[config.mk]
export PLATFORM = sky130hd
export DESIGN_NAME = segment_walker_flat
export DESIGN_NICKNAME = d
export VERILOG_FILES = /design/src/rtl/segment_walker_if.sv /design/src/rtl/segment_walker.sv /design/src/flat_wrapper.sv
export SDC_FILE = /design/constraint.sdc
export NUM_CORES = 1
export LEC_CHECK = 0
export ABC_AREA = 1
export BUFFER_PORTS_ARGS = -buffer_cell sky130_fd_sc_hd__clkbuf_2
export CAP_MARGIN = 10
export CORE_ASPECT_RATIO = 1.75
export CORE_MARGIN = 2
export CORE_UTILIZATION = 30
export CTS_CLUSTER_SIZE = 25
export DETAILED_ROUTE_END_ITERATION = 16
export GPL_TIMING_DRIVEN = 1
export SLEW_MARGIN = 20
export SYNTH_ARGS = -nofsm -noshare
export SYNTH_HDL_FRONTEND = slang
export SYNTH_SLANG_ARGS = --single-unit
[constraint.sdc]
create_clock -name clk -period 10.2 [get_ports clk]
set_input_delay 2.55 -clock clk [delete_from_list [all_inputs] [get_ports clk]]
set_output_delay 2.55 -clock clk [all_outputs]
set_load 0.02 [all_outputs]
[src/rtl/segment_walker_if.sv]
// Glyph-walker bus: start/status, glyph ROM fetch port and the point stream.
// The master side is the walker; the slave side is the ROM plus point consumer.
interface segment_walker_if;
    logic       start;
    logic [4:0] seg_count;
    logic       busy;
    logic       done;

    logic [4:0] idx;
    logic       rom_en;
    logic [7:0] start_x;
    logic [7:0] start_y;
    logic [7:0] end_x;
    logic [7:0] end_y;
    logic       pen_in;

    logic [7:0] pt_x;
    logic [7:0] pt_y;
    logic       pt_pen;
    logic       pt_valid;
    logic       pt_ready;

    modport master (
        input  start, seg_count, start_x, start_y, end_x, end_y, pen_in, pt_ready,
        output busy, done, idx, rom_en, pt_x, pt_y, pt_pen, pt_valid
    );

    modport slave (
        output start, seg_count, start_x, start_y, end_x, end_y, pen_in, pt_ready,
        input  busy, done, idx, rom_en, pt_x, pt_y, pt_pen, pt_valid
    );
endinterface

[src/rtl/segment_walker.sv]
// Walks a glyph segment list from a ROM and rasterises each segment with Bresenham.
// Define SEGMENT_WALKER_PEN_SETTLE_EN to insert PEN_SETTLE idle cycles on every pen change.
module segment_walker #(
    parameter int PEN_SETTLE = 16
) (
    input  logic              clk,
    input  logic              rst,
    segment_walker_if.master  bus
);

    localparam int SETTLE_W = (PEN_SETTLE > 1) ? $clog2(PEN_SETTLE) : 1;

    typedef enum logic [2:0] {IDLE, FETCH, SETTLE, STEP, NEXT} state_t;

    state_t state;
    state_t state_next;

    logic [4:0]          idx;
    logic [4:0]          seg_num;
    logic [7:0]          x;
    logic [7:0]          y;
    logic [7:0]          ex;
    logic [7:0]          ey;
    logic                sx_neg;
    logic                sy_neg;
    logic                pen;
    logic                done_r;
    logic signed [9:0]   dx;
    logic signed [9:0]   dy;
    logic signed [9:0]   err;
    logic [SETTLE_W-1:0] settle_cnt;
`ifdef SEGMENT_WALKER_PEN_SETTLE_EN
    logic                prev_pen;
`endif

    logic signed [9:0]   dx_f;
    logic signed [9:0]   dy_f;
    logic signed [10:0]  e2;
    logic                step_x;
    logic                step_y;
    logic signed [9:0]   err_next;
    logic [7:0]          x_next;
    logic [7:0]          y_next;
    logic                at_end;
    logic                last_seg;
    logic                accept;
    logic                need_settle;

    function automatic logic signed [9:0] abs_diff(input logic [7:0] a, input logic [7:0] b);
        logic signed [9:0] d;
        d = $signed({2'b00, a}) - $signed({2'b00, b});
        return (d < 0) ? -d : d;
    endfunction

    assign dx_f = abs_diff(bus.end_x, bus.start_x);
    assign dy_f = -abs_diff(bus.end_y, bus.start_y);

    // Both axis decisions use the same pre-update error term.
    assign e2       = {err, 1'b0};
    assign step_x   = (e2 >= dy);
    assign step_y   = (e2 <= dx);
    assign err_next = err + (step_x ? dy : 10'sd0) + (step_y ? dx : 10'sd0);
    assign x_next   = step_x ? (sx_neg ? x - 8'd1 : x + 8'd1) : x;
    assign y_next   = step_y ? (sy_neg ? y - 8'd1 : y + 8'd1) : y;

    assign at_end   = (x == ex) && (y == ey);
    assign last_seg = (idx == seg_num - 5'd1);
    assign accept   = bus.start && (bus.seg_count != 5'd0);

`ifdef SEGMENT_WALKER_PEN_SETTLE_EN
    assign need_settle = (bus.pen_in != prev_pen) && (PEN_SETTLE > 0);
`else
    assign need_settle = 1'b0;
`endif

    assign bus.idx    = idx;
    assign bus.pt_x   = x;
    assign bus.pt_y   = y;
    assign bus.pt_pen = pen;
    assign bus.done   = done_r;

    always_ff @(posedge clk or posedge rst) begin
        if (rst) begin
            state <= IDLE;
        end else begin
            state <= state_next;
        end
    end

    always_comb begin
        state_next   = state;
        bus.rom_en   = 1'b0;
        bus.pt_valid = 1'b0;
        bus.busy     = (state != IDLE);
        case (state)
            IDLE:   if (accept) state_next = FETCH;
            FETCH: begin
                bus.rom_en = 1'b1;
                state_next = need_settle ? SETTLE : STEP;
            end
            SETTLE: if (settle_cnt == '0) state_next = STEP;
            STEP: begin
                bus.pt_valid = 1'b1;
                if (bus.pt_ready && at_end) state_next = NEXT;
            end
            NEXT:   state_next = last_seg ? IDLE : FETCH;
            default: state_next = IDLE;
        endcase
    end

    always_ff @(posedge clk or posedge rst) begin
        if (rst) begin
            idx        <= '0;
            seg_num    <= '0;
            x          <= '0;
            y          <= '0;
            ex         <= '0;
            ey         <= '0;
            sx_neg     <= 1'b0;
            sy_neg     <= 1'b0;
            pen        <= 1'b0;
            done_r     <= 1'b0;
            dx         <= '0;
            dy         <= '0;
            err        <= '0;
            settle_cnt <= '0;
`ifdef SEGMENT_WALKER_PEN_SETTLE_EN
            prev_pen   <= 1'b0;
`endif
        end else begin
            done_r <= (state == IDLE && bus.start && bus.seg_count == 5'd0) ||
                      (state == NEXT && last_seg);
            case (state)
                IDLE: begin
                    if (accept) begin
                        idx     <= '0;
                        seg_num <= bus.seg_count;
`ifdef SEGMENT_WALKER_PEN_SETTLE_EN
                        prev_pen <= 1'b0;
`endif
                    end
                end
                FETCH: begin
                    x      <= bus.start_x;
                    y      <= bus.start_y;
                    ex     <= bus.end_x;
                    ey     <= bus.end_y;
                    pen    <= bus.pen_in;
                    sx_neg <= (bus.end_x < bus.start_x);
                    sy_neg <= (bus.end_y < bus.start_y);
                    dx     <= dx_f;
                    dy     <= dy_f;
                    err    <= dx_f + dy_f;
`ifdef SEGMENT_WALKER_PEN_SETTLE_EN
                    prev_pen <= bus.pen_in;
                    if (need_settle) settle_cnt <= SETTLE_W'(PEN_SETTLE - 1);
`endif
                end
                SETTLE: settle_cnt <= settle_cnt - 1'b1;
                STEP: begin
                    // The endpoint handshake leaves the point in place; NEXT takes over.
                    if (bus.pt_ready && !at_end) begin
                        x   <= x_next;
                        y   <= y_next;
                        err <= err_next;
                    end
                end
                NEXT: idx <= last_seg ? 5'd0 : idx + 5'd1;
                default: ;
            endcase
        end
    end

endmodule

[src/flat_wrapper.sv]
// flat-port wrapper written by rule: the top's interface ports become plain ports
module segment_walker_flat 
#(
    parameter int PEN_SETTLE = 16
)
  (clk, rst, bus_start, bus_seg_count, bus_start_x, bus_start_y, bus_end_x, bus_end_y, bus_pen_in, bus_pt_ready, bus_busy, bus_done, bus_idx, bus_rom_en, bus_pt_x, bus_pt_y, bus_pt_pen, bus_pt_valid);
  segment_walker_if bus_i ();
  input  logic clk;
  input  logic rst;
  input wire logic [$bits(bus_i.start)-1:0] bus_start;
  input wire logic [$bits(bus_i.seg_count)-1:0] bus_seg_count;
  input wire logic [$bits(bus_i.start_x)-1:0] bus_start_x;
  input wire logic [$bits(bus_i.start_y)-1:0] bus_start_y;
  input wire logic [$bits(bus_i.end_x)-1:0] bus_end_x;
  input wire logic [$bits(bus_i.end_y)-1:0] bus_end_y;
  input wire logic [$bits(bus_i.pen_in)-1:0] bus_pen_in;
  input wire logic [$bits(bus_i.pt_ready)-1:0] bus_pt_ready;
  output wire logic [$bits(bus_i.busy)-1:0] bus_busy;
  output wire logic [$bits(bus_i.done)-1:0] bus_done;
  output wire logic [$bits(bus_i.idx)-1:0] bus_idx;
  output wire logic [$bits(bus_i.rom_en)-1:0] bus_rom_en;
  output wire logic [$bits(bus_i.pt_x)-1:0] bus_pt_x;
  output wire logic [$bits(bus_i.pt_y)-1:0] bus_pt_y;
  output wire logic [$bits(bus_i.pt_pen)-1:0] bus_pt_pen;
  output wire logic [$bits(bus_i.pt_valid)-1:0] bus_pt_valid;
  assign bus_i.start = bus_start;
  assign bus_i.seg_count = bus_seg_count;
  assign bus_i.start_x = bus_start_x;
  assign bus_i.start_y = bus_start_y;
  assign bus_i.end_x = bus_end_x;
  assign bus_i.end_y = bus_end_y;
  assign bus_i.pen_in = bus_pen_in;
  assign bus_i.pt_ready = bus_pt_ready;
  assign bus_busy = bus_i.busy;
  assign bus_done = bus_i.done;
  assign bus_idx = bus_i.idx;
  assign bus_rom_en = bus_i.rom_en;
  assign bus_pt_x = bus_i.pt_x;
  assign bus_pt_y = bus_i.pt_y;
  assign bus_pt_pen = bus_i.pt_pen;
  assign bus_pt_valid = bus_i.pt_valid;
  segment_walker #(.PEN_SETTLE(PEN_SETTLE)) u_core (.clk(clk), .rst(rst), .bus(bus_i));
endmodule
==> impl_results.md <==
- Status: finished clean
- Port buffer count: 67
- Drt wl/cell: 14.57 um
- DR vias: 6523
- Required @ worst endpoint: 10480 ps
- Yosys cell types: 45
- P_leak: 0.004355 uW
- Relative slew slack: 34.27%
- Dpl hpwl: 16120 um
- # setup viols final: 0
- R2r setup slk: 5580 ps
- Sequential area share after synthesis: 28.84%
- Hold Crit Depth: 2
- Critical-path top delay cell: fa_1
- Synth Cell Area: 7201 sq um
- Clock latency at the later pin of the worst-skew pair: 360 ps
- Critical path class: primary input to register
- DRT Wirelength: 20080 um
- Reg2reg start: u_core.err[9]
- Cells after Synth: 998
- Max Cap Viol: 0
- Net Count, Synth: 1126
- Hold Crit Class: register to register
- Tmin final: 6008 ps
- H-tree levels: 3
- Core area: 23740 sq um
- Delay-heaviest family, CP: simple AND/OR/NAND/NOR gates
- Async set-reset flop share out of synthesis: 100.0%
- Initial DRC count: 252
- # fillers: 2522
- Syn_area_per_cell: 7.215 sq um
- Clk pin slew, worst setup/hold paths: 60 ps
- # rows: 75
- Largest net degree at the start of global routing: 72
- Die Height: 209.0 um
- Crit. End Element: register
- Layout cells sized above 1: 11.50%
- CP Data Arrival Time: 6290 ps
- Routed Antenna Nets: 0
- RSZ-0062 raised after global routing: false
- Buffer type at the clock tree root: clkbuf_16
- GRT Total Usage: 16.68%
- Synthesis-to-layout area growth: 14.09%
- Global route overflow: 0
- Drt pass-1 iters: 5
- Ys Warns: 0
- Post-synth EDFFs: 0
- F_max: 0.1665 GHz
- Crit share post-route: 58.90%
- CTS sink cnt: 83
- Antenna violations before repair: 0
- Critical-path maximum fanout: 4
- Via density: 4.734
- Worst reg2reg path endpoint: u_core.err[9]
- Hold Crit Start: u_core.bus.pt_pen
- Least-Margin Pin Slew: 985.9 ps
- TritonCTS clock tree: done
- Synth Flop Type: dfrtp_1
- Synth Register Bits: 83
- IO Pins: 68
- Vias in the first global route: 6645
- Setup tns final: 0 ps
- RePlAce Congestion: 0.8777
- Max Slew Vio Count: 0
- Worst vdd ir: 0.1655 mV
- Fin nets: 1193
- Initial core utilization: 30.33%
- Number of diodes: 0
- Total power: 2835 uW
- CTS resizes: 0
- Hold buffers post-CTS: 0
- Die W: 121.1 um
- Post-CTS setup repair buffer count: 0
- Crit path buf inv count: 4
- DRC violations left: 0
- First-pass GRT wire length: 32960 um
- Die area: 25310 sq um
- PD cells: 345.1 nW/um^2
- Worst Clk Skew: 9.134 ps
- R2r worst-path depth: 25
- Crit path top cell by count: nand2_1
- Fin. Hold Viols: 0
- Crit path launch type: primary input
- Endpoint, Worst Hold: u_core.bus.pt_pen
- Maximum root-to-sink buffer count: 2
- TritonCTS buffer count: 9
- Worst path max stage delay: 390 ps
cell type report:
type | instances | area, sq um | area share, %
clock buffers | 11 | 232.7 | 2.833
clock inverters | 5 | 85.08 | 1.036
inverters | 173 | 650.6 | 7.920
multi-input cells | 726 | 4412 | 53.70
flip-flops and latches | 83 | 2077 | 25.28
well taps | 308 | 385.4 | 4.691
repair buffers | 72 | 372.9 | 4.539
worst min-delay path, cell delays in order (launching register included):
cell	delay, ps
dfrtp_1	350
nand2_1	50
nand2_1	40
per-layer routing:
| layer | global-route usage (%) | vias to the layer above | routed length, um |
|---|---|---|---|
| met5 | 0 | - | 0 |
| met2 | 31.79 | 96 | 11070 |
| met3 | 2.511 | 43 | 460 |
| met4 | 9.383 | 0 | 1036 |
| met1 | 16.75 | 3049 | 7504 |
| li1 | - | 3335 | - |
report_power, final:
part | switching, uW | total, uW | internal, uW
sequential | 146 | 636 | 489
clock | 149 | 366 | 217
combinational | 1160 | 1830 | 676
cells in the mapped netlist (2+ instances only):
| library cell | number | area share [%] |
|---|---|---|
| nor4_1 | 7 | 0.61 |
| o21a_1 | 2 | 0.21 |
| o21ai_0 | 69 | 4.8 |
| a21oi_2 | 3 | 0.36 |
| nor2_1 | 65 | 3.4 |
| nor2_2 | 3 | 0.26 |
| xor2_1 | 32 | 3.9 |
| xnor2_1 | 23 | 2.8 |
| fa_1 | 15 | 4.2 |
| nand3_1 | 55 | 3.8 |
| a31oi_1 | 6 | 0.52 |
| a21o_1 | 2 | 0.21 |
| nand2_2 | 9 | 0.78 |
| nand3b_1 | 3 | 0.31 |
| dfrtp_1 | 83 | 29 |
| inv_1 | 166 | 8.7 |
| nor3_1 | 3 | 0.21 |
| o22ai_1 | 6 | 0.52 |
| o21ai_2 | 2 | 0.24 |
| a22o_1 | 3 | 0.36 |
| a22oi_1 | 2 | 0.21 |
| nand4_1 | 15 | 1.3 |
| nand3_2 | 5 | 0.70 |
| nor2_4 | 2 | 0.31 |
| nand2_1 | 261 | 14 |
| o211ai_1 | 8 | 0.83 |
| inv_2 | 6 | 0.31 |
| clkbuf_1 | 12 | 0.63 |
| ha_1 | 71 | 12 |
| o21ai_1 | 2 | 0.14 |
| a21oi_1 | 43 | 3.0 |
logic make-up after synthesis:
logic type	share of synthesized area, %
AND/OR/NAND/NOR	25.96
buffers and inverters	10.03
AO/OA/AOI/OAI	11.97
adder cells (fa/ha/maj)	16.51
flip-flops	28.84
XOR/XNOR	6.690
stage by stage:
stage	hold WS [ps]	instance area (sq um)	util, %	cells	worst slack (ps)
2_1_floorplan	441.6	7201	-	998	4315
3_3_place_gp	457.4	7898	33.26	1362	3873
3_5_place_dp	463.7	7898	33.26	1362	3781
4_1_cts	479.2	8215	34.60	1378	4138
5_1_grt	498.8	8215	34.60	1378	3751
6_report	475.4	8215	34.60	1378	4192
worst max path at each step:
stage               slack [ps]  depth (start not counted)             to         start
global placement          3870                         30  u_core.err[8]  bus_end_y[0]
finish                    4190                         28  u_core.err[9]  bus_end_y[0]
CTS                       4140                         28  u_core.err[9]  bus_end_y[0]
detailed placement        3780                         28  u_core.err[9]  bus_end_y[0]
global route              3750                         28  u_core.err[9]  bus_end_x[0]
floorplan                 4320                         29  u_core.err[8]  bus_end_y[0]
state kept, by name, summed over array words and instances, names as in the netlist, 3 cells and up:
signal,count
u_core.dy,10
u_core.state,3
u_core.bus.pt_x,8
u_core.seg_num,5
u_core.settle_cnt,4
u_core.ex,8
u_core.ey,8
u_core.dx,10
u_core.bus.pt_y,8
u_core.err,10
u_core.bus.idx,5
cell usage in the layout (no fill, tap or decap), drive strengths merged, types with 2 or more instances in the layout:
cell,n
nand2,270
inv,173
dfrtp,83
clkbuf,78
o21ai,73
ha,71
nor2,70
nand3,61
a21oi,47
xor2,32
xnor2,23
nand4,15
fa,15
o211ai,8
nor4,7
o22ai,6
a31oi,6
buf,5
nor3,4
a22o,3
nand3b,3
a21o,2
o21a,2
a22oi,2
bufinv,2
clkinv,2
Note: power is estimated with default switching activity, not from simulation.
